$ cat config.mk
export PLATFORM = sky130hd
export DESIGN_NAME = fir_sample_feeder_flat
export DESIGN_NICKNAME = d
export VERILOG_FILES = /design/src/rtl/fir_sample_feeder_pkg.sv /design/src/rtl/fir_sample_feeder_if.sv /design/src/rtl/fir_sample_feeder_sync_buf.sv /design/src/rtl/fir_sample_feeder.sv /design/src/flat_wrapper.sv
export SDC_FILE = /design/constraint.sdc
export NUM_CORES = 1
export LEC_CHECK = 0
export CAP_MARGIN = 20
export CORE_UTILIZATION = 31
export DETAILED_ROUTE_END_ITERATION = 8
export DONT_BUFFER_PORTS = 1
export GPL_TIMING_DRIVEN = 0
export PLACE_DENSITY = 0.41
export SLEW_MARGIN = 30
export SYNTH_ARGS = -nofsm -noshare
export SYNTH_HDL_FRONTEND = slang
export SYNTH_SLANG_ARGS = --single-unit
export TNS_END_PERCENT = 20
$ cat constraint.sdc
create_clock -name clk1 -period 3 [get_ports clk1]
set_input_delay 0.3 -clock clk1 [delete_from_list [all_inputs] [get_ports clk1]]
set_output_delay 0.3 -clock clk1 [all_outputs]
set_load 0.05 [all_outputs]
$ cat src/rtl/fir_sample_feeder_pkg.sv
// Shared types and arithmetic for the FIR sample front end.
// Holds the FSM encoding and saturation helpers.
`timescale 1ns/1ps
package fir_pkg;

    localparam int DATA_W = 16;

    typedef enum logic [1:0] {
        IDLE   = 2'd0,
        WARMUP = 2'd1,
        RUN    = 2'd2
    } state_e;

    localparam logic [DATA_W-1:0] SAT_MAX = 16'h7fff;
    localparam logic [DATA_W-1:0] SAT_MIN = 16'h8000;

    // a - b clamped to the signed range of a w-bit word
    function automatic longint sat_sub(
        input longint a,
        input longint b,
        input int     w
    );
        longint d;
        longint hi;
        longint lo;
        d  = a - b;
        hi = (longint'(1) <<< (w - 1)) - 1;
        lo = -hi - 1;
        if (d > hi)      return hi;
        else if (d < lo) return lo;
        else             return d;
    endfunction

endpackage

$ cat src/rtl/fir_sample_feeder_if.sv
// Write-side link from the feeder into the CDC sample FIFO.
// The feeder is the master; fifo_full is the back-pressure.
`timescale 1ns/1ps
interface fir_sample_feeder_if #(
    parameter int DATA_W = 16
);
    logic              valid_out;
    logic [DATA_W-1:0] dout;
    logic              fifo_full;

    modport master (
        output valid_out,
        output dout,
        input  fifo_full
    );

    modport slave (
        input  valid_out,
        input  dout,
        output fifo_full
    );
endinterface

$ cat src/rtl/fir_sample_feeder_sync_buf.sv
// Small single-clock FIFO; pointers carry an extra MSB
// so full and empty are distinguishable.
`timescale 1ns/1ps
module fir_sync_buf #(
    parameter int DEPTH  = 4,
    parameter int DATA_W = 16
) (
    input  logic              clk1,
    input  logic              rstn,
    input  logic              push_i,
    input  logic [DATA_W-1:0] din_i,
    input  logic              pop_i,
    output logic              full_o,
    output logic              empty_o,
    output logic [DATA_W-1:0] head_o
);
    localparam int AW = $clog2(DEPTH);

    logic [AW:0]       wr_q;
    logic [AW:0]       rd_q;
    logic [DATA_W-1:0] mem_q [DEPTH];

    assign empty_o = (wr_q == rd_q);
    assign full_o  = (wr_q[AW] != rd_q[AW]) &&
                     (wr_q[AW-1:0] == rd_q[AW-1:0]);
    assign head_o  = mem_q[rd_q[AW-1:0]];

    always_ff @(posedge clk1 or negedge rstn) begin
        if (!rstn) begin
            wr_q <= '0;
            rd_q <= '0;
            for (int i = 0; i < DEPTH; i++) begin
                mem_q[i] <= '0;
            end
        end else begin
            if (push_i) begin
                mem_q[wr_q[AW-1:0]] <= din_i;
                wr_q                <= wr_q + 1'b1;
            end
            if (pop_i) begin
                rd_q <= rd_q + 1'b1;
            end
        end
    end

endmodule

$ cat src/rtl/fir_sample_feeder.sv
// ADC front end: offset removal with saturation, warmup discard,
// local buffering toward the CDC FIFO and overflow statistics.
`timescale 1ns/1ps
module fir_sample_feeder
    import fir_pkg::*;
#(
    parameter int DATA_W         = fir_pkg::DATA_W,
    parameter int BUF_DEPTH      = 4,
    parameter int WARMUP_SAMPLES = 8,
    parameter int DROP_W         = 16
) (
    input  logic              clk1,
    input  logic              rstn,
    input  logic              enable,
    input  logic              adc_valid,
    input  logic [DATA_W-1:0] adc_data,
    input  logic [DATA_W-1:0] offset,
    input  logic              clr_stats,
    fir_sample_feeder_if.master ds,
    output logic              busy,
    output logic [DROP_W-1:0] drop_cnt,
    output logic              overflow
);
    localparam int CW = (WARMUP_SAMPLES > 1) ? $clog2(WARMUP_SAMPLES) : 1;
    localparam int WL = (WARMUP_SAMPLES > 0) ? WARMUP_SAMPLES - 1 : 0;

    state_e            state_q;
    logic [CW-1:0]     warm_q;
    logic              stg_v_q;
    logic [DATA_W-1:0] stg_q;
    logic [DATA_W-1:0] stg_d;
    logic [DATA_W-1:0] last_q;
    logic [DROP_W-1:0] drop_cnt_q;
    logic              ovf_q;

    logic              accept;
    logic              warm_last;
    logic              push;
    logic              pop;
    logic              drop;
    logic              buf_full;
    logic              buf_empty;
    logic [DATA_W-1:0] head;

    assign stg_d = DATA_W'(sat_sub(longint'($signed(adc_data)),
                                   longint'($signed(offset)),
                                   DATA_W));

    assign accept    = (state_q == RUN) && enable && adc_valid;
    assign warm_last = (warm_q == CW'(WL));

    assign pop  = !buf_empty && !ds.fifo_full;
    assign push = stg_v_q && (!buf_full || pop);
    assign drop = stg_v_q && buf_full && !pop;

    always_ff @(posedge clk1 or negedge rstn) begin
        if (!rstn) begin
            state_q <= IDLE;
            warm_q  <= '0;
            stg_v_q <= 1'b0;
            stg_q   <= '0;
        end else begin
            stg_v_q <= accept;
            if (accept) begin
                stg_q <= stg_d;
            end
            unique case (state_q)
                IDLE: begin
                    if (enable) begin
                        warm_q  <= '0;
                        state_q <= (WARMUP_SAMPLES == 0) ? RUN : WARMUP;
                    end
                end
                WARMUP: begin
                    if (!enable) begin
                        state_q <= IDLE;
                    end else if (adc_valid) begin
                        if (warm_last) begin
                            state_q <= RUN;
                            warm_q  <= '0;
                        end else begin
                            warm_q <= warm_q + CW'(1);
                        end
                    end
                end
                RUN: begin
                    if (!enable) begin
                        state_q <= IDLE;
                    end
                end
                default: state_q <= IDLE;
            endcase
        end
    end

    // clearing wins over a same-edge drop
    always_ff @(posedge clk1 or negedge rstn) begin
        if (!rstn) begin
            drop_cnt_q <= '0;
            ovf_q      <= 1'b0;
        end else if (clr_stats) begin
            drop_cnt_q <= '0;
            ovf_q      <= 1'b0;
        end else if (drop) begin
            if (!(&drop_cnt_q)) begin
                drop_cnt_q <= drop_cnt_q + DROP_W'(1);
            end
            ovf_q <= 1'b1;
        end
    end

    always_ff @(posedge clk1 or negedge rstn) begin
        if (!rstn) begin
            last_q <= '0;
        end else if (pop) begin
            last_q <= head;
        end
    end

    fir_sync_buf #(
        .DEPTH  (BUF_DEPTH),
        .DATA_W (DATA_W)
    ) u_buf (
        .clk1    (clk1),
        .rstn    (rstn),
        .push_i  (push),
        .din_i   (stg_q),
        .pop_i   (pop),
        .full_o  (buf_full),
        .empty_o (buf_empty),
        .head_o  (head)
    );

    assign ds.valid_out = !buf_empty;
    assign ds.dout      = buf_empty ? last_q : head;
    assign busy         = (state_q != IDLE) || !buf_empty;
    assign drop_cnt     = drop_cnt_q;
    assign overflow     = ovf_q;

endmodule
$ cat src/flat_wrapper.sv
// flat-port wrapper written by rule: the top's interface ports become plain ports
module fir_sample_feeder_flat import fir_pkg::*;
#(
    parameter int DATA_W         = fir_pkg::DATA_W,
    parameter int BUF_DEPTH      = 4,
    parameter int WARMUP_SAMPLES = 8,
    parameter int DROP_W         = 16
)
  (clk1, rstn, enable, adc_valid, adc_data, offset, clr_stats, busy, drop_cnt, overflow, ds_valid_out, ds_dout, ds_fifo_full);
  fir_sample_feeder_if #(.DATA_W(DATA_W)) ds_i ();
  input  logic clk1;
  input  logic rstn;
  input  logic enable;
  input  logic adc_valid;
  input  logic [DATA_W-1:0] adc_data;
  input  logic [DATA_W-1:0] offset;
  input  logic clr_stats;
  output logic busy;
  output logic [DROP_W-1:0] drop_cnt;
  output logic overflow;
  output wire logic [$bits(ds_i.valid_out)-1:0] ds_valid_out;
  output wire logic [$bits(ds_i.dout)-1:0] ds_dout;
  input wire logic [$bits(ds_i.fifo_full)-1:0] ds_fifo_full;
  assign ds_valid_out = ds_i.valid_out;
  assign ds_dout = ds_i.dout;
  assign ds_i.fifo_full = ds_fifo_full;
  fir_sample_feeder #(.DATA_W(DATA_W), .BUF_DEPTH(BUF_DEPTH), .WARMUP_SAMPLES(WARMUP_SAMPLES), .DROP_W(DROP_W)) u_core (.clk1(clk1), .rstn(rstn), .enable(enable), .adc_valid(adc_valid), .adc_data(adc_data), .offset(offset), .clr_stats(clr_stats), .ds(ds_i), .busy(busy), .drop_cnt(drop_cnt), .overflow(overflow));
endmodule
======== After elaboration in Yosys (flattened, before gate mapping) ========
Cells that the tools add are included.
cells by class
  add/subtract/negate cells ............... 5
  $lt $le $gt $ge ......................... 5
  eq/ne operators ......................... 13
  mux-type cells .......................... 25
  bitwise gates (word level) .............. 2
  reductions and logical operators ........ 22
operators with widths
  cell                                                           count
  two-way mux 16 bit                                             9
  bitwise mux 64 bit                                             1
  binary-select mux 16 bit (select 2 bit)                        1
  demux 16 bit (select 2 bit)                                    1
  > comparator 17 x 16 -> 1 bit (second input constant)          1
  less-than comparator 17 x 16 -> 1 bit (second input constant)  1
  subtractor 16 x 16 -> 17 bit                                   1
  adder 16 x 1 -> 16 bit (second input constant)                 1
  AND reduction 16 bit                                           1
  two-way mux 3 bit                                              4
  two-way mux 2 bit                                              5
  inequality test 2 bit (second input constant)                  5
  adder 3 x 1 -> 3 bit (second input constant)                   3
  logical AND 1 bit                                              8
  AND reduction 4 bit                                            2
  >= comparator 3 bit (second input constant)                    2
  NOT 2 -> 3 bit                                                 2
  one-hot mux 2 bit (3 select lines)                             1
  one-hot mux 3 bit (2 select lines)                             1
  nonzero test 2 bit                                             3
  logical NOT 1 bit                                              4
  == test 3 bit                                                  1
  == test 3 bit (second input constant)                          1
  less-than comparator 3 x 1 -> 1 bit (second input constant)    1
  other kinds (10)                                               12
storage, ports and cells
  flip-flop bits (word level) ............. 125
  input port bits ......................... 38
  output and inout bits ................... 35
  word-level logic and storage cells ...... 85

======== Longest topological paths before layout ========
Gate-level depths: netlist of run 1.
  word-level depth ........................ 7
  mapped depth ............................ 12
  depth with buffers taken out ............ 10

======== Cells and area by module ========
A second synthesis of run 1 with hierarchy kept.
second synthesis, totals
  cells, all modules ...................... 557
  area, all modules ....................... 6723.9 um^2
by module, submodules not included
  module             times used  cells an instance  area each (um^2)  sequential area each (um^2)
  fir_sample_feeder  1           374                3483.3            1376.3
  fir_sync_buf       1           183                3240.6            1751.7

======== Worst setup path after synthesis of run 1 ========
Ideal clock, no wire load.
  path type ............................... input to register
  from .................................... input port adc_data[0]
  to ...................................... register u_core.stg_q[8]
  setup time .............................. 0.075 ns
  arrival time ............................ 2.538 ns
  setup slack ............................. 0.387 ns
  cell stages on the path ................. 12
  cells stage by stage .................... inv_1 > ha_1 > fa_1 > nand2b_1 > a211o_1 > nand2_2 > a311oi_1 > or3_1 > buf_2 > buf_6 > maj3_2 > o21ai_2
on the way
  word-level cells in the longest chain between the ends .. 4
  elaborated cells on any way between the ends .. 5
ends and longest elaborated chain
  what                                   RTL line                     text
  from (decl)                            flat_wrapper.sv:15           input logic [DATA_W-1:0] adc_data;
  subtractor 16 x 16 -> 17 bit *         fir_sample_feeder_pkg.sv:26  d = a - b;
  less-than comparator 17 x 16 -> 1 bit  fir_sample_feeder_pkg.sv:30  else if (d < lo) return lo;
  two-way mux 16 bit                     fir_sample_feeder_pkg.sv:30
  two-way mux 16 bit *                   fir_sample_feeder_pkg.sv:29  if (d > hi) return hi;
  to (signal assigned)                   fir_sample_feeder.sv:65      stg_q <= stg_d;
  to (decl)                              fir_sample_feeder.sv:30      logic [DATA_W-1:0] stg_q;
Every way passes the cells marked *; elsewhere a longest branch is shown, timed or not.
A chain may end at the register's enable or synchronous reset.

======== Worst setup path in the final report of run 1 ========
  from .................................... register u_core.u_buf.rd_q[1]
  to ...................................... output port busy
on the way
  word-level cells in the longest chain between the ends .. 3
ends and longest elaborated chain
  what                    RTL line                          text
  from (decl)             fir_sample_feeder_sync_buf.sv:20  logic [AW:0] rd_q;
  from (signal assigned)  fir_sample_feeder_sync_buf.sv:41  rd_q <= rd_q + 1'b1;
  == test 3 bit           fir_sample_feeder_sync_buf.sv:23  assign empty_o = (wr_q == rd_q);
  logical NOT 1 bit       -
  via ds_valid_out        flat_wrapper.sv:21                output wire logic [$bits(ds_i.valid_out)-1:0] ds_valid_out;
  logical OR 1 bit        fir_sample_feeder.sv:136          assign busy = (state_q != IDLE) || !buf_empty;
  to (decl)               flat_wrapper.sv:18                output logic busy;
The timed path passes the listed nets, and every way through them passes these cells.

==> metrics, run 1 <==
PwrDens 629 nW/um2; number of I/O pins 73; 1st-iter DRT viols 142; hold slack -418 ps; fraction of layout cells with a size suffix above 1 between 20% and 30%; diode count 0; Fin. Hold Viols 125; RSZ-0062 raised after global routing no; Chip Width 148 um; CTS tree built; min-delay worst type in2async; via/cell ratio 4.93; synthesized area per cell 11.9 um2; Post-Layout Inst Area approximately 7600 um2; FP Rows 52; hold_buf cts 1; IO buf count 0; Clock Pin Slew Worst Setup and Hold Paths 50 ps; area grow syn2layout 15.2%; first drt pass iteration count 4; worst-path maximum fanout 10; maximum clock rate 354 MHz; CP required 2700 ps; R2R Setup Slk between 300 and 400 ps; Core Footprint 20500 um2; post-layout min period between 2000 and 3000 ps; post-synthesis mux area share 22.3%; slew of the pin with the lowest slew margin 770 ps; DIE HEIGHT 148 um; initial antenna violation count 0; Synth cell types 54; Placer Congestion slightly below 0.8; Post-Place Cell Area 6910 um2; Max VDD drop 0.370 mV; final worst path period share 94.3%; CTS max path bufs 2; number of synthesized register bits 125; total wire length around 14000 um; worst skew pair latency 410 ps; YS warnings 0; residual DRC count 0; Synth Area in Compound Gates between 8 and 9%; FF-to-FF End u_core.u_buf.mem_q[9]$_DFFE_PN0P_; Congestion Overflow GR 0; first-pass GRT wire length around 23000 um; All-Layer GR Usage approximately 14%; R2R cell count 8; LEAKAGE 0.00355 uW; CP startpoint kind flip-flop; number of synthesized flops with an enable pin 0; status finished with violations; Arr. time, crit path 2530 ps; clock skew about 4.3 ps; Setup WS post-layout roughly 170 ps; total of max-cap violations 0; CTS Buf Count 17; Reg2Reg Launch Point u_core.u_buf.rd_q[1]$_DFFE_PN0P_; Finish-stage setup viols 0; Post-Syn Area about 6600 um2; Initial Util 32.0%; Root Driver clkbuf_16; Mapped Nets 614; Post-Synth Adder-Cell Area 5.68%; register area share after synthesis 47.6%; TNS Setup 0 ps; HPWL Detailed 9960 um; fin cells 854; Slew HR roughly half; # clock sinks approximately 130; xor/xnor share of the synthesized area around 4.5%; violated checks hold timing; htree depth 4; Post-Place Setup Slack ~110 ps; top_reg_cell synth dfrtp_1; routed via count 4206; critical path type reg2out; Final Max Slew Viols 0; Critical Path End Type primary output; Mapped Cells 551; share of flip-flops with an asynchronous set or reset 100%; utilization after layout 36.9%; dpl cells 821; DR WL/cell 16.6 um; pin count of the biggest net entering global routing between 100 and 150; Synth Area in Simple Gates 8.17%; vias in the first global route 4439; total die area 21800 um2; largest family of logic cells by synthesized area multiplexers; Layout Nets 634; post-route antenna net violation count 0
layer usage:
metal,vias up,GRT usage [%],part of all wire (%)
met5,-,0,0
met4,0,6.08,1.8
met3,18,3.30,3.4
met1,2075,17.3,46
met2,93,23.6,49
li1,2020,-,-
worst max-delay path: stages (launching register included):
cell and delay, ps:
dfrtp_1 370, buf_2 220, xnor2_2 240, nand3_2 290, clkbuf_4 380, or3_1 590
state kept, by name (all words and copies together) (netlist names), 2 cells and up:
| name | count |
|---|---|
| u_core.u_buf.rd_q | 3 |
| u_core.warm_q | 3 |
| u_core.drop_cnt | 16 |
| u_core.last_q | 16 |
| u_core.u_buf.wr_q | 3 |
| u_core.stg_q | 16 |
| u_core.u_buf.mem_q | 64 |
| u_core.state_q | 2 |
report_power, final:
group / switching [uW] / internal, uW
Combinational: 465 / 325
Clock: 735 / 1490
Sequential: 27.0 / 1720
area by class of cell:
class	instances	area (um2)
fill	2016	12900
multi-input combinational	375	3230
sequential	125	3130
clock buffer	20	447
tap	270	338
clock inverter	12	193
inverter	30	113
buffer	21	110
timing repair buffer	1	10.0
kinds of logic after synthesis:
kind of cell / after synthesis
flip-flops: 125
multiplexers: 114
AND/OR/NAND/NOR: 113
AO/OA/AOI/OAI: 86
buffers and inverters: 51
XOR/XNOR: 32
adder cells (fa/ha/maj): 30
cells in the mapped netlist, types with 2 or more instances:
library cell,count,area [um2]
maj3_1,3,30.0
inv_1,30,113
nand4_1,6,37.5
a21o_1,4,30.0
nand2_1,34,128
ha_1,24,300
o21ai_0,27,135
nand3_1,14,70.1
and2_1,3,18.8
xnor2_2,2,32.5
xnor2_1,13,114
mux2_2,97,1090
o21ai_1,3,15.0
nor2_1,28,105
dfrtp_1,125,3130
clkbuf_1,5,18.8
nor2b_1,3,18.8
a22o_1,9,78.8
o21ai_2,2,17.5
o211ai_1,4,30.0
a31oi_1,3,18.8
nor3_1,8,40.0
or3_1,5,31.3
nand2b_1,4,25.0
nand2_2,2,12.5
xor2_1,17,149
mux4_2,16,360
maj3_2,2,22.5
a21oi_1,22,110
buf_2,12,60.1
layout by cell type, fill, tap and decap left out, types with 4 or more instances in the layout:
master	count
nand2_1	34
nor2_1	28
clkbuf_1	6
nand4_1	6
mux4_2	16
o21ai_0	27
clkbuf_16	17
xnor2_1	13
ha_1	24
or3_1	5
clkinv_2	4
dfrtp_1	125
xor2_1	17
a21o_1	4
buf_2	12
nand3_1	13
inv_1	30
mux2_2	97
nand2b_1	4
a22o_1	9
o211ai_1	4
a21oi_1	22
bufinv_16	5
nor3_1	8
metrics by stage:
| step | hold WS (ps) | power [uW] |
|---|---|---|
| after global placement | 8.02 | 2570 |
| after global routing | -444 | 4990 |
| final | -418 | 4760 |
| after detailed placement | 8.69 | 2580 |
| after floorplan | 4.41 | 2400 |
| after CTS | -442 | 4850 |
worst max path at each step:
| stage | from | endpoint | slack [ps] | cells past startpoint |
|---|---|---|---|---|
| 2_1_floorplan | adc_data[0] | u_core.stg_q[8]$_DFFE_PN0P_ | 390 | 12 |
| 3_3_place_gp | u_core.u_buf.rd_q[0]$_DFFE_PN0P_ | ds_dout[7] | -4 | 5 |
| 3_5_place_dp | adc_data[0] | u_core.stg_q[11]$_DFFE_PN0P_ | 110 | 12 |
| 4_1_cts | u_core.u_buf.rd_q[1]$_DFFE_PN0P_ | busy | 110 | 5 |
| 5_1_grt | u_core.u_buf.rd_q[1]$_DFFE_PN0P_ | busy | 40 | 5 |
| 6_report | u_core.u_buf.rd_q[1]$_DFFE_PN0P_ | busy | 170 | 5 |
repair_timing:
item                                    CTS  global route
resized for setup                         2             0
buffers inserted                          0             0
hold endpoints to repair                126           125
endpoints found under the setup margin    9             0
Power figures use the tool's default switching activity.
==> inputs of run 2 (changes only) <==
- CORE_ASPECT_RATIO: unset -> 0.7
==> metrics, run 2 (synthesis gave the netlist of run 1 again) <==
status finished with violations; violated checks hold timing; residual DRC count 0; first-pass GRT wire length around 24000 um; FF-to-FF End u_core.u_buf.mem_q[60]$_DFFE_PN0P_; worst path bufs/invs 2; total wire length 14800 um; HPWL Detailed 10500 um; Top reg by flops u_core.u_buf.mem_q; R2R Setup Slk about 330 ps; routed via count 4248; utilization after layout 36.5%; hold slack -434 ps; start point of the critical path u_core.u_buf.rd_q[1]$_DFFE_PN0P_; vias in the first global route 4368; RSZ-0062 raised after global routing no; FP Rows 44; # clock sinks 125; LEAKAGE 0.00355 uW; Internal Power between 3000 and 4000 uW; CP top delay family simple AND/OR/NAND/NOR gates; P_sw 1300 uW; diode count 0; All-Layer GR Usage 14.8%; 1st-iter DRT viols 262; CP startpoint kind flip-flop; Finish-stage setup viols 0; CTS tree built; Initial Util 31.6%; critical path type reg2out; post-route antenna net violation count 0; worst skew pair latency between 400 and 500 ps; switching share of power 27.3%; Critical Path End Type primary output; Clk pwr share 46.3%; DR WL/cell 17.2 um; commonest non-fill, non-tap cells in the layout dfrtp_1, mux2_2, nand2_1; max incr delay on CP 600 ps; worst-path maximum fanout 10; Layout Nets 634; Root Driver clkbuf_16; Fin. Hold Viols 125; R2R cell count 8; Arr. time, crit path 2560 ps; pin count of the biggest net entering global routing approximately 130; area of the multi-input gates approximately 3200 um2; Congestion Overflow GR 0; share of power burned in registers between 30% and 40%; initial antenna violation count 0; number of I/O pins 73; first drt pass iteration count 4; Slew HR 43.9%; min-delay worst type in2async; clock skew 10.1 ps; TNS Setup 0 ps; CTS max path bufs 2; Max VDD drop roughly 0.34 mV; Core Footprint approximately 21000 um2; post-layout min period 2860 ps; post-CTS setup buffer count 0; max reg flops 64; CP max stage cell or3_1; total of max-cap violations 0; final worst path period share roughly 95%; fillers 2069; Reg2Reg Launch Point u_core.u_buf.rd_q[1]$_DFFE_PN0P_; Clock Pin Slew Worst Setup and Hold Paths 60 ps; Register Area 3130 um2; area grow syn2layout 15.3%; htree depth 4; slew of the pin with the lowest slew margin 840 ps; maximum clock rate 350 MHz; total die area 21800 um2; Chip Width 176 um; CP required ~2700 ps; DIE HEIGHT approximately 120 um; Placer Congestion 0.764; CTS Buf Count 17; via/cell ratio 4.94; commonest non-fill, non-tap cell in the layout dfrtp_1; Final Max Slew Viols 0; IO buf count 0; PwrDens 628 nW/um2; fraction of layout cells with a size suffix above 1 30.0%; combinational group share of total power 17.0%; critical path cell sequence buf_2, xnor2_2, nand3_2, clkbuf_4, or3_1; hold_buf cts 1
[run 2: cell count changes in the layout (fill, tap and decap cells not counted), sizes merged]
cell    change
clkinv      +2
inv         +1
clkbuf      -2
bufinv      -1
[run 2: worst max-delay path by stage]
stage                                              to  depth (start not counted)  slack (ps)
after floorplan           u_core.stg_q[8]$_DFFE_PN0P_                         12         390
after detailed placement  u_core.stg_q[8]$_DFFE_PN0P_                         12         130
after global routing                             busy                          5          10
after CTS                                        busy                          5          70
final                                            busy                          5         140
after global placement                    ds_dout[13]                          5         -60
[run 2: power by group through the flow]
stage               clock [uW]  sequential [uW]  combinational [uW]
floorplan                    0             1770                 627
global placement             0             1770                 809
global route              2350             1750                 891
CTS                       2270             1750                 831
detailed placement           0             1780                 820
finish                    2200             1750                 809
[run 2: per-layer routing]
| metal | share of wire, % | routed length [um] | up-vias | track usage [%] |
|---|---|---|---|---|
| li1 | - | - | 2018 | - |
| met5 | 0 | 0 | - | 0 |
| met4 | 0.68 | 101 | 0 | 3.53 |
| met3 | 2.9 | 423 | 8 | 3.91 |
| met1 | 53 | 7870 | 2154 | 21.6 |
| met2 | 43 | 6400 | 68 | 21.6 |
[run 2: metrics by stage]
| stage | setup slack [ps] | hold WS [ps] | instance area (um2) | std cells | total power [uW] |
|---|---|---|---|---|---|
| 2_1_floorplan | 387 | 4.41 | 6570 | 551 | 2400 |
| 3_3_place_gp | -59.0 | 7.43 | 6910 | 827 | 2580 |
| 3_5_place_dp | 130 | 8.32 | 6910 | 827 | 2600 |
| 4_1_cts | 74.8 | -451 | 7560 | 860 | 4850 |
| 5_1_grt | 14.0 | -459 | 7570 | 860 | 5000 |
| 6_report | 144 | -434 | 7570 | 860 | 4760 |
[run 2: area by class of cell]
cell class / count / share of cell area, %
buffer: 21 / 1.45
tap: 276 / 4.56
clock buffer: 18 / 5.80
clock inverter: 14 / 2.55
timing repair buffer: 1 / 0.132
sequential: 125 / 41.3
multi-input combinational: 375 / 42.7
inverter: 30 / 1.49
[run 2: repair_timing]
action | 4_1_cts | 5_1_grt
pin swaps | 0 | 0
gates resized for setup | 2 | 1
endpoints found under the hold margin | 126 | 125
endpoints found under the setup margin | 9 | 1
==> inputs of run 3 (changes only) <==
- CTS_BUF_LIST: unset -> sky130_fd_sc_hd__clkbuf_16
==> metrics, run 3 (synthesis gave the netlist of run 1 again) <==
FP Rows 44; final worst path period share 95.5%; hold_buf cts 1; IO buf count 0; hold slack -431 ps; Fin. Hold Viols between 100 and 150; Top reg by flops u_core.u_buf.mem_q; HPWL Detailed 10500 um; first drt pass iteration count 4; max reg flops 64; htree depth 4; post-CTS setup buffer count 0; Reg2Reg Launch Point u_core.u_buf.rd_q[1]$_DFFE_PN0P_; critical path type reg2out; Root Driver clkbuf_16; post-layout min period 2860 ps; via/cell ratio 4.94; commonest non-fill, non-tap cells in the layout dfrtp_1, mux2_2, nand2_1; maximum clock rate approximately 350 MHz; RSZ-0062 raised after global routing no; DIE HEIGHT around 120 um; area grow syn2layout 15.1%; Congestion Overflow GR 0; worst-path maximum fanout 10; R2R Setup Slk 330 ps; total die area 21800 um2; All-Layer GR Usage between 10% and 20%; fillers 2070; DR WL/cell between 15 and 20 um; diode count 0; Finish-stage setup viols 0; CP startpoint kind flip-flop; first-pass GRT wire length ~24000 um; Final Max Slew Viols 0; FF-to-FF End u_core.u_buf.mem_q[60]$_DFFE_PN0P_; utilization after layout 36.4%; CTS max path bufs 2; pin count of the biggest net entering global routing ~130; commonest non-fill, non-tap cell in the layout dfrtp_1; violated checks hold timing; # clock sinks about 130; CP required roughly 2700 ps; total of max-cap violations 0; Layout Nets 634; min-delay worst type in2async; Clock Pin Slew Worst Setup and Hold Paths about 60 ps; initial antenna violation count 0; CTS Buf Count 17; R2R cell count 8; Arr. time, crit path 2560 ps; residual DRC count 0; total wire length ~15000 um; CTS tree built; Max VDD drop 0.350 mV; worst skew pair latency 420 ps; Slew HR 44.8%; Core Footprint approximately 21000 um2; Placer Congestion approximately 0.76; Critical Path End Type primary output; vias in the first global route 4370; 1st-iter DRT viols approximately 300; Chip Width 176 um; fraction of layout cells with a size suffix above 1 29.8%; post-route antenna net violation count 0; number of I/O pins 73; Initial Util between 30% and 40%; routed via count roughly 4300; clock skew 9.35 ps; PwrDens ~630 nW/um2; LEAKAGE 0.00354 uW; slew of the pin with the lowest slew margin 826 ps; status finished with violations
run 3: changes by cell type in the layout (fill, tap and decap cells not counted):
cell / before / now
clkbuf_8: 1 / 0
clkinv_1: 0 / 1
run 3: worst max-delay path, stage by stage (launching register included):
cell and delay (ps):
dfrtp_1 380, buf_2 220, xnor2_2 240, nand3_2 310, clkbuf_4 400, or3_1 600
run 3: worst max path at each step:
stage | end | cells past startpoint | from | slack, ps
final | busy | 5 | u_core.u_buf.rd_q[1]$_DFFE_PN0P_ | 140
after global routing | busy | 5 | u_core.u_buf.rd_q[1]$_DFFE_PN0P_ | 10
after CTS | busy | 5 | u_core.u_buf.rd_q[1]$_DFFE_PN0P_ | 70
after detailed placement | u_core.stg_q[8]$_DFFE_PN0P_ | 12 | adc_data[0] | 130
after global placement | ds_dout[13] | 5 | u_core.u_buf.rd_q[0]$_DFFE_PN0P_ | -60
after floorplan | u_core.stg_q[8]$_DFFE_PN0P_ | 12 | adc_data[0] | 390
run 3: stage by stage:
stage          instance area (um2)  TNS (ps)  cells  total power, uW  setup WS [ps]
2_1_floorplan                 6570         0    551             2400            387
3_3_place_gp                  6910      -476    827             2580          -59.0
3_5_place_dp                  6910         0    827             2600            130
4_1_cts                       7550         0    860             4820           73.3
5_1_grt                       7560         0    860             4970           13.0
6_report                      7560         0    860             4730            136
run 3: where the power goes:
group	switching, uW	total, uW	internal (uW)	leakage [uW]
Clock	788	2180	1390	0.000297
Sequential	27.1	1750	1720	0.00173
Combinational	484	809	326	0.00152
run 3: what timing repair did:
item                                    4_1_cts  5_1_grt
gates resized for setup                       2        1
endpoints found under the setup margin        9        1
gates cloned                                  0        0
hold endpoints to repair                    126      125
run 3: layer usage:
metal	global-route usage, %	part of all wire [%]	vias to the layer above	routed length [um]
met4	4.02	0.73	0	108
met1	21.6	53	2159	7810
met2	21.5	43	66	6390
li1	-	-	2016	-
met3	3.82	3.2	9	469
met5	0	0	-	0
run 3: cell type report:
cell class / instances / area, um2 / area share [%]
Timing Repair Buffer: 1 / 10.0 / 0.132
Clock buffer: 17 / 425 / 5.63
Buffer: 21 / 110 / 1.46
Clock inverter: 15 / 196 / 2.60
Inverter: 30 / 113 / 1.49
Multi-Input combinational cell: 375 / 3230 / 42.8
Sequential cell: 125 / 3130 / 41.4
Tap cell: 276 / 345 / 4.57
